## src/rtl/iobus_timer_target.sv

```systemverilog
// IO bus target exposing a 32-bit down-counter timer as four registers
// (CTRL, LOAD, COUNT, STATUS) with a fixed-latency ready handshake and level irq.
module iobus_timer_target #(
  parameter int unsigned READY_LATENCY = 1,
  parameter logic [31:0] RESET_LOAD    = 32'h0
) (
  input  logic        clk,
  input  logic        rst,
  input  logic        strobe,
  input  logic        read_strobe,
  input  logic        write_strobe,
  input  logic [3:0]  address,
  input  logic [3:0]  byte_enable,
  input  logic [31:0] write_data,
  output logic [31:0] read_data,
  output logic        ready,
  output logic        irq
);

  localparam int unsigned WAIT_W = 4;
  localparam logic [WAIT_W-1:0] WAIT_INIT = WAIT_W'(READY_LATENCY - 1);

  localparam logic [1:0] ST_IDLE = 2'd0;
  localparam logic [1:0] ST_WAIT = 2'd1;
  localparam logic [1:0] ST_RESP = 2'd2;

  localparam logic [1:0] REG_CTRL   = 2'd0;
  localparam logic [1:0] REG_LOAD   = 2'd1;
  localparam logic [1:0] REG_COUNT  = 2'd2;
  localparam logic [1:0] REG_STATUS = 2'd3;

  logic [1:0]        state_q, state_d;
  logic [WAIT_W-1:0] wait_q, wait_d;
  logic              rd_q, rd_d;
  logic              wr_q, wr_d;
  logic [1:0]        reg_q, reg_d;
  logic [3:0]        be_q, be_d;
  logic [31:0]       wdata_q, wdata_d;
  logic [2:0]        ctrl_q, ctrl_d;
  logic [31:0]       load_q, load_d;
  logic [31:0]       count_q, count_d;
  logic              expired_q, expired_d;
  logic              ready_q, ready_d;
  logic [31:0]       read_data_q, read_data_d;

  logic do_wr, ctrl_wr, load_wr, cnt_wr, sts_clr;

  // Byte-offset bits carry no meaning for word registers.
  logic addr_lo_unused;
  assign addr_lo_unused = ^address[1:0];

  function automatic logic [31:0] merge_bytes(input logic [31:0] old_v,
                                              input logic [31:0] new_v,
                                              input logic [3:0]  be);
    logic [31:0] r;
    r = old_v;
    for (int i = 0; i < 4; i++) begin
      if (be[i]) r[8*i +: 8] = new_v[8*i +: 8];
    end
    return r;
  endfunction

  always_comb begin
    state_d     = state_q;
    wait_d      = wait_q;
    rd_d        = rd_q;
    wr_d        = wr_q;
    reg_d       = reg_q;
    be_d        = be_q;
    wdata_d     = wdata_q;
    ctrl_d      = ctrl_q;
    load_d      = load_q;
    count_d     = count_q;
    expired_d   = expired_q;
    read_data_d = '0;

    case (state_q)
      ST_IDLE: begin
        if (strobe) begin
          rd_d    = read_strobe;
          wr_d    = write_strobe;
          reg_d   = address[3:2];
          be_d    = byte_enable;
          wdata_d = write_data;
          wait_d  = WAIT_INIT;
          state_d = (WAIT_INIT != '0) ? ST_WAIT : ST_RESP;
        end
      end
      ST_WAIT: begin
        wait_d = wait_q - WAIT_W'(1);
        if (wait_q <= WAIT_W'(1)) state_d = ST_RESP;
      end
      ST_RESP: state_d = ST_IDLE;
      default: state_d = ST_IDLE;
    endcase

    // Writes commit at the end of the respond cycle; ambiguous accesses do nothing.
    do_wr   = (state_q == ST_RESP) && wr_q && !rd_q;
    ctrl_wr = do_wr && (reg_q == REG_CTRL) && be_q[0];
    load_wr = do_wr && (reg_q == REG_LOAD);
    cnt_wr  = do_wr && (reg_q == REG_COUNT) && (be_q != 4'h0);
    sts_clr = do_wr && (reg_q == REG_STATUS) && be_q[0] && wdata_q[0];

    if (sts_clr) expired_d = 1'b0;

    // Timer step; a bus write to COUNT pre-empts it entirely.
    if (ctrl_q[0] && !cnt_wr) begin
      if (count_q != '0) begin
        count_d = count_q - 32'd1;
      end else begin
        expired_d = 1'b1;
        if (ctrl_q[1]) count_d = load_q;
        else           ctrl_d[0] = 1'b0;
      end
    end

    if (ctrl_wr) ctrl_d  = wdata_q[2:0];
    if (load_wr) load_d  = merge_bytes(load_q, wdata_q, be_q);
    if (cnt_wr)  count_d = merge_bytes(count_q, wdata_q, be_q);

    // Read data is staged so it holds the register values seen during the respond cycle.
    ready_d = (state_d == ST_RESP);
    if (ready_d && rd_d && !wr_d) begin
      case (reg_d)
        REG_CTRL:   read_data_d = {29'b0, ctrl_d};
        REG_LOAD:   read_data_d = load_d;
        REG_COUNT:  read_data_d = count_d;
        REG_STATUS: read_data_d = {31'b0, expired_d};
        default:    read_data_d = '0;
      endcase
    end
  end

  always_ff @(posedge clk) begin
    if (rst) begin
      state_q     <= ST_IDLE;
      wait_q      <= '0;
      rd_q        <= 1'b0;
      wr_q        <= 1'b0;
      reg_q       <= '0;
      be_q        <= '0;
      wdata_q     <= '0;
      ctrl_q      <= '0;
      load_q      <= RESET_LOAD;
      count_q     <= '0;
      expired_q   <= 1'b0;
      ready_q     <= 1'b0;
      read_data_q <= '0;
    end else begin
      state_q     <= state_d;
      wait_q      <= wait_d;
      rd_q        <= rd_d;
      wr_q        <= wr_d;
      reg_q       <= reg_d;
      be_q        <= be_d;
      wdata_q     <= wdata_d;
      ctrl_q      <= ctrl_d;
      load_q      <= load_d;
      count_q     <= count_d;
      expired_q   <= expired_d;
      ready_q     <= ready_d;
      read_data_q <= read_data_d;
    end
  end

  assign ready     = ready_q;
  assign read_data = read_data_q;
  assign irq       = expired_q & ctrl_q[2];

endmodule

```

## config.mk

```make
export PLATFORM = sky130hd
export DESIGN_NAME = iobus_timer_target
export DESIGN_NICKNAME = d
export VERILOG_FILES = /design/src/rtl/iobus_timer_target.sv
export SDC_FILE = /design/constraint.sdc
export NUM_CORES = 1
export LEC_CHECK = 0
export CAP_MARGIN = 30
export CORE_MARGIN = 1
export CORE_UTILIZATION = 39
export DETAILED_ROUTE_END_ITERATION = 10
export GPL_TIMING_DRIVEN = 0
export SLEW_MARGIN = 20
export SYNTH_ARGS = -nofsm -noshare
export SYNTH_HDL_FRONTEND = slang
export SYNTH_SLANG_ARGS = --single-unit
```

## constraint.sdc

```tcl
create_clock -name clk -period 2.15 [get_ports clk]
set_input_delay 0.5375 -clock clk [delete_from_list [all_inputs] [get_ports clk]]
set_output_delay 0.5375 -clock clk [all_outputs]
set_load 0.02 [all_outputs]
```

==> results.ini <==
[run_status]
outcome = finished with violations
violations = negative setup slack

[power_and_ir_drop]
clockPowerShare_pct = 47.7
power.internal_mw = 4.62
powerDensity_nw_per_um2 = 609
ir_drop_mv = 0.564
swShare_pct = 24.5
p_switching_mw = 1.50
p_leak_nw = 4.04
p_comb_share_pct = 6.1
pwr-share-seq_pct = 46.1

[sta]
tns_ns = -14.10
finalMaxSlewViolations = 0
layout_setup_ws_ns = -0.340
clock.fmax_mhz = 402
finalHoldViolations = 0
setup_violations = 65
layout_min_cycle_time_ns = 2.49
worst-slew-pin-transition_ns = 0.703
skew_ns = 0.0160
grt_setup_unrepaired = true
fin_hold_ws_ns = 0.481
fin_crit_sh_pct = 116
max_slew_margin_pct = 53.1

[yosys]
synth.distinct_cells = 69
ys_seq_area_share_pct = 43.0
yosysTopAreaCell = dfxtp_1
synth_seq_cells = 147
async_flop_share_pct = 0
syn_nets = 863
yosys_warnings = 0
avgSynthCellArea_um2 = 8.40
syn_inst = 814
synth_edf_count = 0
synth_flop_cell = dfxtp_1
synth_top_area_share_pct = 43.0
syn_area_um2 = 6840
synthTopCellsByArea = dfxtp_1, nor2_1, nand2_1, a21oi_1, mux2i_1

[critical_path]
path_class = reg -> reg
cp_max_fo = 5
endpoint_kind = register
arrival_ns = 2.80
cp.required_ns = 2.46
start_kind = register

[routing]
routed_wl_um = 23800
drc = 0
vias = 6961
post_drt_wl_per_cell_um = 19.5
drtPass1Iterations = 5
detail-route-antenna-nets = 0
drtIter0Drc = 537
routed_via_density = 5.70

[finish]
final_cell_area_um2 = 10000
stdcell_count = 1221
area_delta_synth_final_pct = 46.9
nets = 1032
drive_above_1_share_pct = 29.7
diodes = 0

[clocking]
clk_path_buf_depth = 2
htreeDepth = 4
cts_tree = done
cts_sinks = 147
cts_root_buf = clkbuf_16
clk_latency_ns = 0.44
numCtsBuffers = 17
path_clk_slew_ns = 0.06

[min_path]
hp-class = reg -> reg

[run]
drv_cap = 0

[global_routing]
grt_max_degree = 17
grt_pass1_wl_um = 36300
grt-ovfl-total = 0
grt_pass1_vias = 6723
antenna_found_initial = 0
grt_use_total_pct = 26.6

[floorplan]
ios = 79
die_h_um = 134
die-area_um2 = 18100
start_util_pct = 39.7
num_rows = 48
fp.dieW_um = 134
core_area_um2 = 17200

[placement]
place_area_um2 = 7960
dp.cells = 1115
io_buffer_count = 75
dpl.hpwl_um = 15300
gp_congestion = 0.932

[power by group through the flow]
stage / Clock (mW) / Combinational [mW] / Sequential [mW]
2_1_floorplan: 0 / 0.173 / 2.86
5_1_grt: 3.06 / 0.407 / 2.83
3_5_place_dp: 0 / 0.325 / 2.88
4_1_cts: 2.95 / 0.362 / 2.82
3_3_place_gp: 0 / 0.324 / 2.88
6_report: 2.92 / 0.374 / 2.82
[registers in the layout (all words and copies together), names as in the netlist]
name	cells
expired_q	1
load_q	32
ctrl_q	3
wdata_q	32
read_data	32
rd_q	1
state_q	2
wait_q	4
reg_q	2
count_q	32
be_q	4
wr_q	1
ready	1
[critical path, stage by stage, from the launching register on]
cell	delay, ns
dfxtp_4	0.37
or4_4	0.58
nor4_4	0.40
nand4_4	0.22
buf_8	0.21
o311a_1	0.30
a21oi_2	0.16
o22ai_2	0.11
[metrics by stage]
stage | setup slack [ns] | util [%] | total power [mW]
after floorplan | -0.0844 | - | 3.03
after global placement | -1.14 | 46.2 | 3.20
after detailed placement | -1.14 | 46.2 | 3.20
after CTS | -0.273 | 56.0 | 6.13
after global routing | -0.461 | 58.3 | 6.29
final | -0.340 | 58.3 | 6.12
[cell usage in the layout, fill, tap and decap left out, drive strengths merged, types with 3 or more instances in the layout]
cell type      instances
a211oi                16
a21oi                 82
a221o                  3
a221oi                10
a22oi                  5
a31oi                  4
and2                   7
and3                   9
buf                   93
clkbuf                50
clkdlybuf4s50         75
clkinv                 4
clkinvlp               4
dfxtp                147
ha                     4
inv                   13
mux2                   4
mux2i                 40
nand2                109
nand2b                 5
nand3                  8
nand4                  7
nor2                 131
nor2b                  4
nor3                  27
nor3b                  4
nor4                  19
o21ai                 17
o21bai                11
o22ai                 27
o2bb2ai                3
o31a                   3
o31ai                  4
o32ai                  3
or3                    5
or4                    9
[kinds of logic after synthesis]
| logic type | after synthesis | share of synthesized area (%) |
|---|---|---|
| flip-flops | 147 | 43.0 |
| adder cells (fa/ha/maj) | 4 | 0.732 |
| AND/OR/NAND/NOR | 352 | 25.6 |
| buffers and inverters | 58 | 3.55 |
| multiplexers | 44 | 6.52 |
| AO/OA/AOI/OAI | 207 | 20.3 |
| XOR/XNOR | 2 | 0.256 |
[path summary, 6_finish.rpt]
path,depth (start not counted),start,end,slack [ns]
max,7,count_q[5],read_data[25],-0.34
min,2,wdata_q[31],wdata_q[31],0.48
max reg2reg,7,count_q[5],read_data[25],-0.34
min reg2reg,2,wdata_q[31],wdata_q[31],0.48
[cells in the mapped netlist (6+ instances only)]
cell and instances:
nor4_4 6, a221oi_2 6, and2_1 7, o21bai_1 11
or4_1 7, and3_1 9, a21oi_1 81, buf_2 8
clkbuf_1 29, nand3_1 8, inv_1 11, a211oi_1 15
mux2i_1 40, dfxtp_1 147, o22ai_1 27, nand2_1 109
nor3_1 25, nor2_1 131, buf_1 7, o21ai_0 11
nor4_1 10
[timing repair]
item                                    4_1_cts  5_1_grt
hold endpoints to repair                      0        0
buffers inserted                             62       15
pin swaps                                    56       19
resized for setup                           143       65
cloned                                        2        0
endpoints found under the setup margin       98      100
hold buffers                                  0        0
[area by class of cell]
type                    instances  area, um2
plain buffers                  43        298
clock inverters                11        103
clock buffers                  21        470
fillers                      1554       7200
repair buffers                154       1460
flip-flops and latches        147       2980
inverters                      11       46.3
well taps                     225        282
multi-input cells             609       4400
[metal layers]
metal,global-route usage (%),share of wire [%],vias up
li1,-,-,3280
met1,34.1,42,3352
met5,0,0,-
met2,43.3,47,270
met4,12.7,3.2,0
met3,4.61,7.0,59
(Power assumes the default switching activity.)
